===== src/rtl/pong_if.sv =====
// Pong game-state bus: per-frame controls in, renderer positions out.
// master drives the controls, slave is the game controller.
interface pong_if;
    logic       frame_tick;
    logic       btn_left_up;
    logic       btn_left_down;
    logic       btn_right_up;
    logic       btn_right_down;
    logic       serve;
    logic [8:0] pad_left;
    logic [8:0] pad_right;
    logic [9:0] ball_x;
    logic [8:0] ball_y;
    logic [3:0] score_left;
    logic [3:0] score_right;
    logic [1:0] phase;

    modport master (
        output frame_tick, btn_left_up, btn_left_down,
        output btn_right_up, btn_right_down, serve,
        input  pad_left, pad_right, ball_x, ball_y,
        input  score_left, score_right, phase
    );

    modport slave (
        input  frame_tick, btn_left_up, btn_left_down,
        input  btn_right_up, btn_right_down, serve,
        output pad_left, pad_right, ball_x, ball_y,
        output score_left, score_right, phase
    );
endinterface


===== src/rtl/pong_game_controller.sv =====
// Per-frame Pong game-state sequencer: paddles, ball, scores, phase.
// All state advances only on the clk_vga edge that carries frame_tick.
module pong_game_controller #(
    parameter int SCREEN_WIDTH  = 640,
    parameter int SCREEN_HEIGHT = 480,
    parameter int PAD_DISTANCE  = 16,
    parameter int PAD_WIDTH     = 8,
    parameter int PAD_HEIGHT    = 64,
    parameter int BALL_SIZE     = 8,
    parameter int PAD_SPEED     = 4,
    parameter int BALL_SPEED    = 2,
    parameter int PAUSE_FRAMES  = 60,
    parameter int WIN_SCORE     = 9
) (
    input logic   clk_vga,
    input logic   rst,
    pong_if.slave bus
);

    typedef enum logic [1:0] {
        IDLE  = 2'd0,
        PLAY  = 2'd1,
        POINT = 2'd2,
        OVER  = 2'd3
    } phase_e;

    localparam int PW = $clog2(PAUSE_FRAMES + 1);

    localparam logic signed [11:0] PAD_MIN  = 12'(PAD_HEIGHT / 2);
    localparam logic signed [11:0] PAD_MAX  =
        12'(SCREEN_HEIGHT - 1 - PAD_HEIGHT / 2);
    localparam logic signed [11:0] PAD_STEP = 12'(PAD_SPEED);
    localparam logic signed [11:0] BSPD     = 12'(BALL_SPEED);
    localparam logic signed [11:0] Y_MIN    = 12'(BALL_SIZE / 2);
    localparam logic signed [11:0] Y_MAX    =
        12'(SCREEN_HEIGHT - 1 - BALL_SIZE / 2);
    localparam logic signed [11:0] XL       =
        12'(PAD_DISTANCE + PAD_WIDTH + BALL_SIZE / 2);
    localparam logic signed [11:0] XR       =
        12'(SCREEN_WIDTH - PAD_DISTANCE - PAD_WIDTH - BALL_SIZE / 2);
    localparam logic signed [11:0] MISS_L   = 12'(BALL_SIZE / 2);
    localparam logic signed [11:0] MISS_R   =
        12'(SCREEN_WIDTH - 1 - BALL_SIZE / 2);
    localparam logic signed [11:0] HIT      =
        12'(PAD_HEIGHT / 2 + BALL_SIZE / 2);

    localparam logic [9:0] CX = 10'(SCREEN_WIDTH / 2);
    localparam logic [8:0] CY = 9'(SCREEN_HEIGHT / 2);

    phase_e state_q, state_d;

    logic [8:0]    pad_l_q, pad_l_d;
    logic [8:0]    pad_r_q, pad_r_d;
    logic [9:0]    ball_x_q, ball_x_d;
    logic [8:0]    ball_y_q, ball_y_d;
    logic          dir_x_q, dir_x_d;   // 1 = moving right
    logic          dir_y_q, dir_y_d;   // 1 = moving down
    logic [3:0]    score_l_q, score_l_d;
    logic [3:0]    score_r_q, score_r_d;
    logic [PW-1:0] pause_q, pause_d;

    logic signed [11:0] bx_s, by_s, pl_s, pr_s;
    logic signed [11:0] nx, ny, dyl, dyr;
    logic               hit_l, hit_r;
    logic               miss_l, miss_r;
    logic               win;

    // Paddle step with clamping, in signed arithmetic so nothing wraps.
    function automatic logic [8:0] pad_step(
        input logic [8:0] y,
        input logic       up,
        input logic       dn
    );
        logic signed [11:0] t;
        t = signed'({3'b000, y});
        if (up && !dn) begin
            t = t - PAD_STEP;
        end else if (dn && !up) begin
            t = t + PAD_STEP;
        end
        if (t < PAD_MIN) begin
            t = PAD_MIN;
        end else if (t > PAD_MAX) begin
            t = PAD_MAX;
        end
        return t[8:0];
    endfunction

    // Candidate ball motion and paddle/miss decisions from current state.
    always_comb begin
        bx_s   = signed'({2'b00, ball_x_q});
        by_s   = signed'({3'b000, ball_y_q});
        pl_s   = signed'({3'b000, pad_l_q});
        pr_s   = signed'({3'b000, pad_r_q});
        nx     = dir_x_q ? bx_s + BSPD : bx_s - BSPD;
        ny     = dir_y_q ? by_s + BSPD : by_s - BSPD;
        dyl    = by_s - pl_s;
        dyr    = by_s - pr_s;
        hit_l  = !dir_x_q && (bx_s >= XL) && (nx < XL)
                 && (dyl < HIT) && (dyl > -HIT);
        hit_r  = dir_x_q && (bx_s <= XR) && (nx > XR)
                 && (dyr < HIT) && (dyr > -HIT);
        miss_l = (nx <= MISS_L);
        miss_r = (nx >= MISS_R);
        win    = 1'b0;
        if (miss_l) begin
            win = (5'(score_r_q) + 5'd1) == 5'(WIN_SCORE);
        end else if (miss_r) begin
            win = (5'(score_l_q) + 5'd1) == 5'(WIN_SCORE);
        end
    end

    // State register: phase and all game state.
    always_ff @(posedge clk_vga or posedge rst) begin
        if (rst) begin
            state_q   <= IDLE;
            pad_l_q   <= CY;
            pad_r_q   <= CY;
            ball_x_q  <= CX;
            ball_y_q  <= CY;
            dir_x_q   <= 1'b1;
            dir_y_q   <= 1'b1;
            score_l_q <= 4'd0;
            score_r_q <= 4'd0;
            pause_q   <= '0;
        end else begin
            state_q   <= state_d;
            pad_l_q   <= pad_l_d;
            pad_r_q   <= pad_r_d;
            ball_x_q  <= ball_x_d;
            ball_y_q  <= ball_y_d;
            dir_x_q   <= dir_x_d;
            dir_y_q   <= dir_y_d;
            score_l_q <= score_l_d;
            score_r_q <= score_r_d;
            pause_q   <= pause_d;
        end
    end

    // Next-phase decision, taken only on frame ticks.
    always_comb begin
        state_d = state_q;
        if (bus.frame_tick) begin
            unique case (state_q)
                IDLE: begin
                    if (bus.serve) begin
                        state_d = PLAY;
                    end
                end
                PLAY: begin
                    if (miss_l || miss_r) begin
                        state_d = win ? OVER : POINT;
                    end
                end
                POINT: begin
                    if (pause_q == PW'(1)) begin
                        state_d = IDLE;
                    end
                end
                OVER: begin
                    if (bus.serve) begin
                        state_d = IDLE;
                    end
                end
            endcase
        end
    end

    // Per-frame datapath update for paddles, ball, scores and pause timer.
    always_comb begin
        pad_l_d   = pad_l_q;
        pad_r_d   = pad_r_q;
        ball_x_d  = ball_x_q;
        ball_y_d  = ball_y_q;
        dir_x_d   = dir_x_q;
        dir_y_d   = dir_y_q;
        score_l_d = score_l_q;
        score_r_d = score_r_q;
        pause_d   = pause_q;
        if (bus.frame_tick) begin
            if (state_q != OVER) begin
                pad_l_d = pad_step(pad_l_q, bus.btn_left_up,
                                   bus.btn_left_down);
                pad_r_d = pad_step(pad_r_q, bus.btn_right_up,
                                   bus.btn_right_down);
            end
            unique case (state_q)
                IDLE: begin
                    ball_x_d = CX;
                    ball_y_d = CY;
                    if (bus.serve) begin
                        dir_y_d = ~dir_y_q;
                    end
                end
                PLAY: begin
                    if (miss_l || miss_r) begin
                        // Ball freezes; next serve heads to the loser.
                        pause_d = PW'(PAUSE_FRAMES);
                        dir_x_d = miss_r;
                        if (miss_l) begin
                            score_r_d = score_r_q + 4'd1;
                        end else begin
                            score_l_d = score_l_q + 4'd1;
                        end
                    end else begin
                        if (ny < Y_MIN) begin
                            ball_y_d = Y_MIN[8:0];
                            dir_y_d  = 1'b1;
                        end else if (ny > Y_MAX) begin
                            ball_y_d = Y_MAX[8:0];
                            dir_y_d  = 1'b0;
                        end else begin
                            ball_y_d = ny[8:0];
                        end
                        if (hit_l) begin
                            ball_x_d = XL[9:0];
                            dir_x_d  = 1'b1;
                        end else if (hit_r) begin
                            ball_x_d = XR[9:0];
                            dir_x_d  = 1'b0;
                        end else begin
                            ball_x_d = nx[9:0];
                        end
                    end
                end
                POINT: begin
                    pause_d = pause_q - PW'(1);
                    if (pause_q == PW'(1)) begin
                        ball_x_d = CX;
                        ball_y_d = CY;
                    end
                end
                OVER: begin
                    if (bus.serve) begin
                        score_l_d = 4'd0;
                        score_r_d = 4'd0;
                        ball_x_d  = CX;
                        ball_y_d  = CY;
                        pad_l_d   = CY;
                        pad_r_d   = CY;
                        dir_x_d   = 1'b1;
                    end
                end
            endcase
        end
    end

    assign bus.pad_left    = pad_l_q;
    assign bus.pad_right   = pad_r_q;
    assign bus.ball_x      = ball_x_q;
    assign bus.ball_y      = ball_y_q;
    assign bus.score_left  = score_l_q;
    assign bus.score_right = score_r_q;
    assign bus.phase       = state_q;

endmodule


===== src/flat_wrapper.sv =====
// flat-port wrapper written by rule: the top's interface ports become plain ports
module pong_game_controller_flat 
#(
    parameter int SCREEN_WIDTH  = 640,
    parameter int SCREEN_HEIGHT = 480,
    parameter int PAD_DISTANCE  = 16,
    parameter int PAD_WIDTH     = 8,
    parameter int PAD_HEIGHT    = 64,
    parameter int BALL_SIZE     = 8,
    parameter int PAD_SPEED     = 4,
    parameter int BALL_SPEED    = 2,
    parameter int PAUSE_FRAMES  = 60,
    parameter int WIN_SCORE     = 9
)
  (clk_vga, rst, bus_frame_tick, bus_btn_left_up, bus_btn_left_down, bus_btn_right_up, bus_btn_right_down, bus_serve, bus_pad_left, bus_pad_right, bus_ball_x, bus_ball_y, bus_score_left, bus_score_right, bus_phase);
  pong_if bus_i ();
  input logic clk_vga;
  input logic rst;
  input wire logic [$bits(bus_i.frame_tick)-1:0] bus_frame_tick;
  input wire logic [$bits(bus_i.btn_left_up)-1:0] bus_btn_left_up;
  input wire logic [$bits(bus_i.btn_left_down)-1:0] bus_btn_left_down;
  input wire logic [$bits(bus_i.btn_right_up)-1:0] bus_btn_right_up;
  input wire logic [$bits(bus_i.btn_right_down)-1:0] bus_btn_right_down;
  input wire logic [$bits(bus_i.serve)-1:0] bus_serve;
  output wire logic [$bits(bus_i.pad_left)-1:0] bus_pad_left;
  output wire logic [$bits(bus_i.pad_right)-1:0] bus_pad_right;
  output wire logic [$bits(bus_i.ball_x)-1:0] bus_ball_x;
  output wire logic [$bits(bus_i.ball_y)-1:0] bus_ball_y;
  output wire logic [$bits(bus_i.score_left)-1:0] bus_score_left;
  output wire logic [$bits(bus_i.score_right)-1:0] bus_score_right;
  output wire logic [$bits(bus_i.phase)-1:0] bus_phase;
  assign bus_i.frame_tick = bus_frame_tick;
  assign bus_i.btn_left_up = bus_btn_left_up;
  assign bus_i.btn_left_down = bus_btn_left_down;
  assign bus_i.btn_right_up = bus_btn_right_up;
  assign bus_i.btn_right_down = bus_btn_right_down;
  assign bus_i.serve = bus_serve;
  assign bus_pad_left = bus_i.pad_left;
  assign bus_pad_right = bus_i.pad_right;
  assign bus_ball_x = bus_i.ball_x;
  assign bus_ball_y = bus_i.ball_y;
  assign bus_score_left = bus_i.score_left;
  assign bus_score_right = bus_i.score_right;
  assign bus_phase = bus_i.phase;
  pong_game_controller #(.SCREEN_WIDTH(SCREEN_WIDTH), .SCREEN_HEIGHT(SCREEN_HEIGHT), .PAD_DISTANCE(PAD_DISTANCE), .PAD_WIDTH(PAD_WIDTH), .PAD_HEIGHT(PAD_HEIGHT), .BALL_SIZE(BALL_SIZE), .PAD_SPEED(PAD_SPEED), .BALL_SPEED(BALL_SPEED), .PAUSE_FRAMES(PAUSE_FRAMES), .WIN_SCORE(WIN_SCORE)) u_core (.clk_vga(clk_vga), .rst(rst), .bus(bus_i));
endmodule

===== config.mk =====
export PLATFORM = sky130hd
export DESIGN_NAME = pong_game_controller_flat
export DESIGN_NICKNAME = d
export VERILOG_FILES = /design/src/rtl/pong_if.sv /design/src/rtl/pong_game_controller.sv /design/src/flat_wrapper.sv
export SDC_FILE = /design/constraint.sdc
export NUM_CORES = 1
export LEC_CHECK = 0
export ABC_AREA = 1
export BUFFER_PORTS_ARGS = -buffer_cell sky130_fd_sc_hd__buf_2
export CAP_MARGIN = 20
export CORE_MARGIN = 2
export CORE_UTILIZATION = 35
export CTS_CLUSTER_DIAMETER = 100
export DETAILED_ROUTE_END_ITERATION = 8
export GPL_ROUTABILITY_DRIVEN = 0
export PLACE_DENSITY = 0.53
export SYNTH_ARGS = -nofsm -noshare
export SYNTH_HDL_FRONTEND = slang
export SYNTH_SLANG_ARGS = --single-unit

===== constraint.sdc =====
create_clock -name clk_vga -period 2.7 [get_ports clk_vga]
set_clock_uncertainty 0.15 [all_clocks]
set_input_delay 0.135 -clock clk_vga [delete_from_list [all_inputs] [get_ports clk_vga]]
set_output_delay 0.135 -clock clk_vga [all_outputs]
set_load 0.01 [all_outputs]

### After elaboration in Yosys (flattened, before gate mapping)

Cells that the tools add are included.

| cells by class | value |
|---|---|
| $add $sub $neg | 15 |
| magnitude comparators | 16 |
| equal/unequal tests | 16 |
| multiplexer cells | 59 |
| bitwise operators | 1 |
| reductions and logical operators | 29 |

Operators by type and width:

| kind | number |
|---|---|
| two-way mux 9 bit | 15 |
| two-way mux 12 bit | 10 |
| two-way mux 10 bit | 5 |
| less-than comparator 12 x 7 -> 1 bit (second input constant) | 4 |
| one-hot mux 10 bit (4 select lines) | 1 |
| greater-than comparator 12 x 10 -> 1 bit (second input constant) | 3 |
| one-hot mux 9 bit (4 select lines) | 1 |
| greater-than comparator 12 x 7 -> 1 bit (second input constant) | 2 |
| adder 9 x 3 -> 10 bit (second input constant) | 2 |
| two-way mux 4 bit | 5 |
| AND reduction 5 bit | 4 |
| subtractor 9 x 3 -> 10 bit (second input constant) | 2 |
| subtractor 9 x 9 -> 10 bit | 2 |
| one-hot mux 4 bit (2 select lines) | 2 |
| greater-or-equal comparator 12 x 11 -> 1 bit (second input constant) | 1 |
| greater-than comparator 12 x 11 -> 1 bit (second input constant) | 1 |
| less-or-equal comparator 12 x 4 -> 1 bit (second input constant) | 1 |
| logical AND 1 bit | 12 |
| less-than comparator 12 x 4 -> 1 bit (second input constant) | 1 |
| less-than comparator 12 x 6 -> 1 bit (second input constant) | 1 |
| one-hot mux 6 bit (2 select lines) | 1 |
| adder 10 x 2 -> 11 bit (second input constant) | 1 |
| two-way mux 1 bit | 11 |
| subtractor 10 x 2 -> 11 bit (second input constant) | 1 |
| 26 further kinds | 47 |

| storage, ports and cells | value |
|---|---|
| bits in registers | 55 |
| output and inout port bits | 47 |
| word-level logic and storage cells | 146 |

### Depth between registers and ports, before layout

| logic depth | value |
|---|---|
| depth after elaboration | 12 |
| gate-level depth with buffers | 18 |
| mapped depth without buffers | 18 |

### Worst setup path after synthesis

OpenSTA, ideal clock, no wires.

| timing | value |
|---|---|
| path type | reg-to-reg |
| start point | reg u_core.pad_r_q[5] (netlist: u_core.bus.pad_right[5]) |
| end point | reg u_core.ball_x_q[3] (netlist: u_core.bus.ball_x[3]) |
| arrival time | 2291 ps |
| required time | 2432 ps |
| path slack | 141 ps |
| stages on the path, launching flop included | 16 |
| period minus slack after synthesis | 2559 ps |
| cells stage by stage | dfstp_2 > clkbuf_1 > inv_1 > ha_1 > nand2_1 > or2_2 > nand4_1 > nand2_1 > nor2_1 > nand4_1 > nand2_1 > nand3_1 > nand2_1 > nand2_1 > nand2_1 > o21ai_2 |

| on the way | value |
|---|---|
| longest elaborated chain between the ends | 8 |
| elaborated cells between the ends (all ways) | 9 |
| those cells by class | 1 x add/sub; 2 x order compare; 4 x mux; 2 x reduce/logical |

RTL lines:

| item | line | source |
|---|---|---|
| from (decl) | pong_game_controller.sv:53 | `logic [8:0] pad_r_q, pad_r_d;` |
| from (signal assigned) | pong_game_controller.sv:129 | `pad_r_q <= pad_r_d;` |
| subtractor 9 x 9 -> 10 bit (*) | pong_game_controller.sv:98 | `dyr = by_s - pr_s;` |
| less-than comparator 12 x 7 -> 1 bit | pong_game_controller.sv:102 | `&& (dyr < HIT) && (dyr > -HIT);` |
| logical AND 1 bit | pong_game_controller.sv:102 |  |
| logical AND 1 bit (*) | pong_game_controller.sv:102 |  |
| two-way mux 10 bit (*) | pong_game_controller.sv:218 | `end else if (hit_r) begin` |
| two-way mux 10 bit (*) | pong_game_controller.sv:215 | `if (hit_l) begin` |
| two-way mux 10 bit (*) | pong_game_controller.sv:196 | `if (miss_l \|\| miss_r) begin` |
| one-hot mux 10 bit (4 select lines) (*) | pong_game_controller.sv:187 | `unique case (state_q)` |
| to (signal assigned) | pong_game_controller.sv:130 | `ball_x_q <= ball_x_d;` |
| to (decl) | pong_game_controller.sv:54 | `logic [9:0] ball_x_q, ball_x_d;` |

Mark *: on every way between the ends. The rest lies on a longest branch, timed or not. The select of a mux whose other input is x is not followed.
A chain may end at the register's enable or synchronous reset.

### Worst setup path after layout

| timing | value |
|---|---|
| start point | reg u_core.pad_l_q[5] (netlist: u_core.bus.pad_left[5]) |
| end point | reg u_core.dir_x_q |

| on the way | value |
|---|---|
| longest elaborated chain between the ends | 7 |
| elaborated cells between the ends (all ways) | 10 |
| those cells by class | 1 x add/sub; 2 x order compare; 1 x eq/ne; 3 x mux; 3 x reduce/logical |

RTL lines:

| item | line | source |
|---|---|---|
| from (decl) | pong_game_controller.sv:52 | `logic [8:0] pad_l_q, pad_l_d;` |
| from (signal assigned) | pong_game_controller.sv:128 | `pad_l_q <= pad_l_d;` |
| subtractor 9 x 9 -> 10 bit (*) | pong_game_controller.sv:97 | `dyl = by_s - pl_s;` |
| less-than comparator 12 x 7 -> 1 bit | pong_game_controller.sv:100 | `&& (dyl < HIT) && (dyl > -HIT);` |
| logical AND 1 bit | pong_game_controller.sv:100 |  |
| logical AND 1 bit (*) | pong_game_controller.sv:100 |  |
| two-way mux 1 bit | pong_game_controller.sv:215 |  |
| two-way mux 1 bit | pong_game_controller.sv:196 |  |
| one-hot mux 1 bit (2 select lines) | pong_game_controller.sv:187 |  |
| to (signal assigned) | pong_game_controller.sv:132 | `dir_x_q <= dir_x_d;` |
| to (decl) | pong_game_controller.sv:56 | `logic dir_x_q, dir_x_d;` |

Mark *: on every way between the ends. The rest lies on a longest branch, timed or not.

==> impl_results.md <==
* Status: complete, no violations
* Worst setup SP type: register
* # setup viols final at 0
* Post-synth EDFFs at 0
* CP cell instances: inv_1 -> ha_1 -> nand2_1 -> inv_1 -> a21oi_1 -> nand2_1 -> nand2_1 -> nand2_1 -> a21oi_2 -> inv_1 -> nand2_2 -> nand4_4 -> nand3_2 -> nand2_1 -> nand2_1 -> nand2_1
* Clock Path Buffers at 2
* Main synth FF type: dfrtp_1
* Final min period at ~2.5 ns
* Max Cap Viol at 0
* CTS tree: done
* Share of post-route cells with drive strength above 1 at 0.210
* FP Rows at 46
* Die Span Y at 130 um
* Final hold vios at 0
* Drt first-iter violations at 398
* Pins Over Slew Limit at 0
* Maximum VDD drop at 507 uV
* Measured slew at the worst slew-check pin at 0.752 ns
* Gr usage total at 0.204
* Synthesized area per cell at approximately 6.2 um2
* Ant. Diodes at 0
* Synth Cell Area at 5590 um2
* Die W at 130 um
* Initial Util at 0.355
* Inst Count DP at 1195
* Combinational power share at 0.721
* Synth cell types at 45
* Final std cells w/o fill at about 1200
* PortBufs at 53
* Max frequency at 403 MHz
* Post-Syn Instances at 895
* Fin crit share at 0.918
* Root Buffer: clkbuf_16
* Hold Path Class: in2reg
* Synth top area cells: nand2_1 17%, dfrtp_1 17%, inv_1 9.7%
* Reg power frac at 0.196
* Largest net degree at the start of global routing at 30
* DIE AREA at around 17000 um2
* Net Sw Power at 4.72 mW
* Routed vias at between 5000 and 6000
* Grt total ovfl at 0
* TritonCTS buffer count at 5
* Worst-path clk slew at 0.08 ns
* Initial antenna violation count at 0
* Remaining routing DRC violations at 0
* Synth area leader: nand2_1
* Crit Path Class: reg2reg
* Rel. slew slack at 0.494
* Synthesized flop and latch total at 54
* Crit path capture type: register
* Setup TNS at 0 ns
* Core Box Area at ~16000 um2
* DPL Wire Length at 13100 um
* Nets at 1038
* Data required, critical path at about 2.8 ns
* TritonRoute pass-1 iters at 5
* First-pass GRT wire length at 27400 um
* Post-route ant nets at 0
* Clock share of power at 0.083
* Critical Path AT at about 2.6 ns
* PD cells at 1280 nW/um2
* Largest fanout on the critical path at 5
* Number of global-route vias before repair at 5515
* Most numerous cell in the Yosys netlist: nand2_1
* CP max stage delay at about 0.54 ns
* Final Power at 8.69 mW
* Synth cell count leaders: 257 x nand2_1, 145 x inv_1, 93 x nand3_1
* Hold path cells at 6
* Total clock sinks at 54
* Synth-to-layout area growth at 21.1%
* Sequential cell area fraction in the yosys report at 0.245
* Syn_nets at between 900 and 1000
* Leak pwr at 3.69 nW
* I/O Pins at 55
* Sw Ratio at 0.543
* DR WL/cell at 13.9 um
* Crit-path slowest cell: dfstp_2
* Yosys top cell area share at 0.172
* H-tree depth at 2
* Routed Wire Length at 16800 um
* Cell Int Power at approximately 4.0 mW
* Fraction of registers with async set or reset after synthesis at 1.00
* Synth Warn # at 0
* Worst Reg-to-Reg Cells at 16
* Most frequent CP cell: nand2_1
* Vias/cell at slightly below 5
* Clock Latency Late Sink at 0.31 ns
==> registers in the layout, indices dropped and copies added (netlist names), 2 cells and up <==
register	flops
u_core.bus.ball_x	9
u_core.bus.ball_y	9
u_core.bus.pad_left	9
u_core.bus.pad_right	9
u_core.bus.phase	2
u_core.bus.score_left	4
u_core.bus.score_right	4
u_core.pause_q	6
==> placed cells by master (no fill, tap or decap), types with 4 or more instances in the layout <==
master and n:
inv_1 141, dfrtp_1 34, nand3b_1 7, nor2_2 8, inv_2 10, nand2_2 12, ha_2 4, nand3_2 5
nand3_1 90, nand2_1 254, o22ai_1 11, dfstp_2 16, o21ai_2 10, a21oi_1 22, o21ai_0 33, xor2_1 13
or2_2 5, nand4_1 23, buf_2 53, dfrtp_2 4, nor3_1 13, nor2_1 84, o21ai_1 7, clkbuf_16 5
a22oi_1 6, ha_1 29, nor2_4 7, buf_4 43
==> per-layer routing <==
metal / up-vias / share of wire / track usage
met5: - / 0 / 0
met4: 0 / 0.014 / 0.0557
met3: 12 / 0.038 / 0.0228
met2: 107 / 0.45 / 0.324
met1: 2697 / 0.50 / 0.295
li1: 3088 / - / -
==> final cells by class <==
type	instances	area, um2
fill	1719	9000
multi-input combinational	679	3720
sequential	54	1380
timing repair buffer	102	673
inverter	153	576
tap	216	270
clock buffer	5	125
clock inverter	3	28.8
==> power groups by stage <==
stage / clock network (mW) / registers, mW / logic (mW)
floorplan: 0 / 1.73 / 4.08
global placement: 0 / 1.72 / 5.85
detailed placement: 0 / 1.72 / 5.83
global route: 0.774 / 1.77 / 7.17
finish: 0.725 / 1.70 / 6.26
CTS: 0.748 / 1.71 / 5.86
==> through the flow <==
step	setup WS (ns)	hold WS, ns	util	instance area, um2
2_1_floorplan	0.141	0.289	-	5590
3_3_place_gp	0.0205	0.110	0.406	6400
3_5_place_dp	0.0107	0.114	0.406	6400
4_1_cts	0.0292	0.163	0.417	6580
5_1_grt	-0.0362	0.211	0.429	6770
6_report	0.221	0.174	0.429	6770
==> kinds of logic (layout without fill, tap and decap cells) <==
family / Yosys count / after routing / share of synthesized area
buffers and inverters: 163 / 263 / 0.113
xor gates and xnor gates: 17 / 17 / 0.0266
other: 1 / 1 / 0.000670
and+or+nand+nor: 516 / 517 / 0.414
DFF: 54 / 54 / 0.245
AOI/OAI and AO/OA: 109 / 109 / 0.120
adders and majority gates: 35 / 35 / 0.0810
==> what timing repair did <==
item | 4_1_cts | 5_1_grt
pin swaps | 0 | 5
resized for setup | 1 | 33
buffers inserted | 0 | 6
setup endpoints to repair | 3 | 30
endpoints found under the hold margin | 19 | 0
hold buffers | 2 | 0
cloned | 0 | 1
==> path summary, 6_finish.rpt <==
check	start	endpoint	slack, ns
worst max-delay path	u_core.bus.pad_left[5]$_DFFE_PP1P_	u_core.dir_x_q$_DFFE_PP1P_	0.22
worst min-delay path	bus_serve	u_core.bus.pad_right[0]$_DFFE_PP0P_	0.17
worst max register to register	u_core.bus.pad_left[5]$_DFFE_PP1P_	u_core.dir_x_q$_DFFE_PP1P_	0.22
worst min register to register	u_core.pause_q[0]$_DFFE_PP0P_	u_core.pause_q[0]$_DFFE_PP0P_	0.36
max in group asynchronous	rst	u_core.bus.ball_y[7]$_DFFE_PP1P_	1.44
min in group asynchronous	rst	u_core.pause_q[2]$_DFFE_PP0P_	0.29
==> worst max-delay path, delay by kind of cell, from the launching register on <==
family | cells | cell delay (ns)
simple gates | 10 | 0.89
flops | 1 | 0.54
fa+ha+maj | 1 | 0.35
compound gates | 2 | 0.32
buf+inv | 3 | 0.17
Note: power is estimated with default switching activity, not from simulation.
